File: src/rtl/deit_tile_scheduler.sv
// Tile-loop scheduler for a DeiT matmul tile engine: walks K steps inside N passes,
// sequencing input load, core start, and output drain handshakes.
module deit_tile_scheduler #(
    parameter int IDX_W = 8
) (
    input  logic             clk,
    input  logic             rst,
    input  logic             i_start,
    input  logic             i_abort,
    input  logic [IDX_W-1:0] i_k_tiles,
    input  logic [IDX_W-1:0] i_n_tiles,
    output logic             o_in_req,
    input  logic             i_in_done,
    output logic             o_core_start,
    output logic             o_acc_mode,
    output logic             o_out_en,
    output logic [IDX_W-1:0] o_in_k_idx,
    output logic [IDX_W-1:0] o_wt_k_idx,
    output logic [IDX_W-1:0] o_wt_n_idx,
    input  logic             i_core_done,
    input  logic             i_out_done,
    output logic             o_busy,
    output logic             o_done,
    output logic [15:0]      o_step_cnt
);

    localparam logic [2:0] S_IDLE    = 3'd0;
    localparam logic [2:0] S_LOAD_IN = 3'd1;
    localparam logic [2:0] S_START   = 3'd2;
    localparam logic [2:0] S_COMPUTE = 3'd3;
    localparam logic [2:0] S_DRAIN   = 3'd4;
    localparam logic [2:0] S_NEXT    = 3'd5;
    localparam logic [2:0] S_DONE    = 3'd6;

    logic [2:0]       r_state;
    logic [IDX_W-1:0] r_k;
    logic [IDX_W-1:0] r_n;
    logic [IDX_W-1:0] r_kt;
    logic [IDX_W-1:0] r_nt;
    logic [15:0]      r_step_cnt;
    logic             r_out_flag;

    logic w_k_last;
    logic w_n_last;
    logic w_step_active;

    // Bounds are at least 1 whenever these are consulted, so the subtraction cannot wrap.
    assign w_k_last      = (r_k == r_kt - IDX_W'(1));
    assign w_n_last      = (r_n == r_nt - IDX_W'(1));
    assign w_step_active = (r_state == S_START) || (r_state == S_COMPUTE) || (r_state == S_DRAIN);

    always_ff @(posedge clk or posedge rst) begin
        if (rst) begin
            r_state    <= S_IDLE;
            r_k        <= '0;
            r_n        <= '0;
            r_kt       <= '0;
            r_nt       <= '0;
            r_step_cnt <= '0;
            r_out_flag <= 1'b0;
        end else if (i_abort && r_state != S_IDLE) begin
            r_state    <= S_IDLE;
            r_out_flag <= 1'b0;
        end else begin
            case (r_state)
                S_IDLE: begin
                    if (i_start && !i_abort) begin
                        r_kt       <= i_k_tiles;
                        r_nt       <= i_n_tiles;
                        r_k        <= '0;
                        r_n        <= '0;
                        r_step_cnt <= '0;
                        r_state    <= (i_k_tiles == '0 || i_n_tiles == '0) ? S_DONE : S_LOAD_IN;
                    end
                end
                S_LOAD_IN: begin
                    if (i_in_done) begin
                        r_state    <= S_START;
                        r_out_flag <= 1'b0;
                    end
                end
                S_START: begin
                    if (i_out_done) r_out_flag <= 1'b1;
                    r_state <= S_COMPUTE;
                end
                S_COMPUTE: begin
                    if (i_out_done) r_out_flag <= 1'b1;
                    if (i_core_done) begin
                        if (r_step_cnt != 16'hFFFF) r_step_cnt <= r_step_cnt + 16'd1;
                        r_state <= w_k_last ? S_DRAIN : S_NEXT;
                    end
                end
                S_DRAIN: begin
                    if (i_out_done) r_out_flag <= 1'b1;
                    if (r_out_flag || i_out_done) r_state <= S_NEXT;
                end
                S_NEXT: begin
                    if (!w_k_last) begin
                        r_k     <= r_k + IDX_W'(1);
                        r_state <= S_LOAD_IN;
                    end else if (w_n_last) begin
                        r_state <= S_DONE;
                    end else begin
                        r_k     <= '0;
                        r_n     <= r_n + IDX_W'(1);
                        r_state <= S_LOAD_IN;
                    end
                end
                S_DONE:  r_state <= S_IDLE;
                default: r_state <= S_IDLE;
            endcase
        end
    end

    assign o_in_req     = (r_state == S_LOAD_IN);
    assign o_core_start = (r_state == S_START);
    assign o_acc_mode   = w_step_active && (r_k != '0);
    assign o_out_en     = w_step_active && w_k_last;
    assign o_in_k_idx   = r_k;
    assign o_wt_k_idx   = r_k;
    assign o_wt_n_idx   = r_n;
    assign o_busy       = (r_state != S_IDLE);
    assign o_done       = (r_state == S_DONE);
    assign o_step_cnt   = r_step_cnt;

endmodule

File: config.mk
export PLATFORM = sky130hd
export DESIGN_NAME = deit_tile_scheduler
export DESIGN_NICKNAME = d
export VERILOG_FILES = /design/src/rtl/deit_tile_scheduler.sv
export SDC_FILE = /design/constraint.sdc
export NUM_CORES = 1
export LEC_CHECK = 0
export ABC_CLOCK_PERIOD_IN_PS = 3100
export BUFFER_PORTS_ARGS = -buffer_cell sky130_fd_sc_hd__buf_4
export CAP_MARGIN = 20
export CORE_MARGIN = 2
export CORE_UTILIZATION = 55
export DETAILED_ROUTE_END_ITERATION = 10
export PLACE_DENSITY = 0.86
export SLEW_MARGIN = 20
export SYNTH_ARGS = -nofsm -noshare
export SYNTH_HDL_FRONTEND = slang
export SYNTH_SLANG_ARGS = --single-unit
File: constraint.sdc
create_clock -name clk -period 3.1 [get_ports clk]
set_input_delay 0.31 -clock clk [delete_from_list [all_inputs] [get_ports clk]]
set_output_delay 0.31 -clock clk [all_outputs]
set_load 0.01 [all_outputs]
==> out/metrics.cfg <==
[run_status]
status=completed

[clocking]
clk_pin_slew_worst_paths_ps=100
clock_path_buffers=2
clk-insertion-delay-late_ps=310
holdBufCountCts=0
cts_setup_buffers=0
tritoncts=built
cts-buffers-inserted=5
cts.htree.levels=2
ctsResizeCount=0
cts.sinks=52
clockRootBuffer=clkbuf_8

[floorplanning]
die_w_um=81.5
initial_core_util_pct=56.5
die_area_um2=6650
ioPinCount=69
core_um2=5850
rows=28
die_h_um=81.5

[grt]
grt_use_total_pct=25.8
antenna_found_initial=0
grt_pass1_wl_um=13400
first_global_vias=2813
grt-ovfl-total=0
grt_max_degree=53

[drt]
first_pass_iters=4
route.detailed.drc=0
post_drt_wl_per_cell_um=15.9
drt_iter0_drc=297
vias=2983
antenna_left=0
vias_per_cell=5.92
wl_um=8010

[synth]
synth_top_area_share_pct=39.3
yosysWarnings=0
synth_common_cells=52 x dfrtp_1, 34 x nor2_1, 33 x nand2_1, 20 x o21ai_0, 20 x xnor2_1
syn_nets=396
ys_types=54
synth_edf_count=0
synth_cells=367
ys_seq_elements=52
synthFlopType=dfrtp_1
synth_area_um2=3310
synth.area.top_cells=dfrtp_1 39%, xnor2_1 5.3%, mux2_2 4.4%
synth.most_common_cell=dfrtp_1
syn_area_per_cell_um2=9.01
synth_top_area_cell=dfrtp_1
seq_area_frac_synth_pct=39.3
ys_async_sr_fraction_pct=100

[timing]
period_share_pct=95.4
relSlewSlack_pct=41.0
rsz0062_at_grt=no
finalSetupViolations=0
finalClockSkew_ps=6.10
tightest_slew_ps=885
worst_slack_ps=144
hold_violations=0
tns_ps=0
period_needed_ps=2960
slew_violations=0
fmax_mhz=338

[cells_and_area]
final_area_um2=4040
final_util_pct=69.1
antenna-diode-count=0
multi_input_area_um2=1850
syn_to_final_growth_pct=22.2
nets=457
fin_cells=504
drive_above_1_share_pct=26.8
n_fill_cell=455
final-seq-area_um2=1300

[pwr]
pwr-share-seq_pct=37.9
power.net_switching_uw=876
leakage_uw=0.00178
clkPwrFrac_pct=25.1
p_int_uw=1650
irDropWorstVdd_uv=374
comb_power_share_pct=37.0
netSwitchingFraction_pct=34.6
power_per_cell_area_nw_per_um2=626

[place]
dp_slack_ps=167
placed_area_um2=3870
finalWeightedCongestion=0.854
io_buffer_count=68
dp_cells=496
dp_hpwl_um=5690

[critical_path]
critPathBufInv=3
r2r_setup_slack_ps=200
path_cells=inv_1 -> ha_1 -> or3b_2 -> xnor2_1 -> nand4_1 -> a211oi_4 -> buf_4 -> nor2b_1 -> buf_4
r2r-start=r_nt[0]
rr_worst_depth=9
critPathMaxStageDelay_ps=500
reg2reg_to=o_wt_n_idx[0]
crit_path_end_kind=output port
crit_type=flip-flop to output port
critical_path.max_fanout=9
cp.arrival_ps=2650
cp.required_ps=2790
crit_family=simple AND/OR/NAND/NOR gates
slowest_stage=or3b_2
startpoint_type=flip-flop
crit_top_cell=buf_4

[hold_path]
hold_path_class=input pin to asynchronous set/reset pin

[flow_run]
cap_violations=0

==> layout make-up <==
class | instances | share of cell area, %
well taps | 75 | 2.32
clock inverters | 3 | 2.23
flip-flops and latches | 52 | 32.2
inverters | 12 | 1.15
multi-input cells | 279 | 45.9
repair buffers | 78 | 14.5
clock buffers | 5 | 1.70
==> state kept, by name, summed over array words and instances (netlist names) <==
register and cells:
o_step_cnt 16, o_in_k_idx 8, o_wt_n_idx 8, r_kt 8, r_nt 8, r_state 3, r_out_flag 1
==> power by group through the flow <==
stage | logic, uW | clock network, uW | registers (uW)
after global placement | 887 | 0 | 954
after detailed placement | 922 | 0 | 968
after floorplan | 710 | 0 | 924
final | 936 | 636 | 958
after global routing | 1020 | 672 | 984
after CTS | 935 | 638 | 953
==> logic make-up (layout without fill, tap and decap cells) <==
| kind of cell | after synthesis | count (layout) | share of synthesized area [%] |
|---|---|---|---|
| simple gates | 154 | 154 | 24.3 |
| xor+xnor | 36 | 36 | 9.53 |
| flops | 52 | 52 | 39.3 |
| fa+ha+maj | 6 | 6 | 2.27 |
| buf+inv | 36 | 98 | 5.11 |
| compound gates | 69 | 69 | 14.7 |
| mux | 14 | 14 | 4.73 |
==> how the worst max path moves through the flow <==
stage | start | end | slack (ps) | cells past startpoint
5_1_grt | r_kt[0] | o_out_en | 10 | 9
4_1_cts | r_nt[0] | o_wt_n_idx[0] | 110 | 9
2_1_floorplan | r_kt[0] | o_wt_n_idx[0] | 420 | 9
3_3_place_gp | r_nt[0] | o_wt_n_idx[0] | 270 | 9
6_report | r_kt[0] | o_out_en | 140 | 9
3_5_place_dp | r_nt[0] | o_wt_n_idx[0] | 170 | 9
==> routing by layer <==
layer	part of all wire, %	up-vias	track usage (%)
met3	5.0	9	3.41
met2	52	100	44.4
li1	-	1430	-
met5	0	-	0
met1	42	1444	34.7
met4	1.2	0	5.76
==> worst reg2reg max path: cells and delay by family, from the launching register on <==
kind | cells | cell delay [ps]
buf+inv | 1 | 80
fa+ha+maj | 1 | 240
flops | 1 | 420
xor+xnor | 1 | 160
simple gates | 3 | 810
compound gates | 2 | 800
mux | 1 | 280
==> cell usage in the layout, fill, tap and decap left out, drive strengths merged, types with 2 or more instances in the layout <==
cell type  netlist  routed
xor2            16      16
inv             12      11
o21ai           20      20
xnor2           20      20
ha               6       6
bufinv           0       3
nor2            34      34
a21o             2       2
and2             5       5
or3b             4       4
and3             4       4
o41ai            2       2
and3b            2       2
nor3            13      13
or3             10      10
buf             11      78
a211oi           3       3
nand2           33      33
a311oi           2       2
mux2            13      13
a31oi            3       3
o221a            2       2
or4              5       5
dfrtp           52      52
clkbuf          13       5
o31ai            5       5
nand4           13      13
a22oi            3       3
nor4             5       5
and4bb           2       2
a21oi           17      17
nand3           15      15
nor2b            6       6
==> stage by stage <==
| stage | total power, uW | hold slack (ps) |
|---|---|---|
| CTS | 2530 | 204 |
| detailed placement | 1890 | 529 |
| global route | 2680 | 204 |
| finish | 2530 | 148 |
| floorplan | 1630 | 404 |
| global placement | 1840 | 516 |
Power figures use the tool's default switching activity.
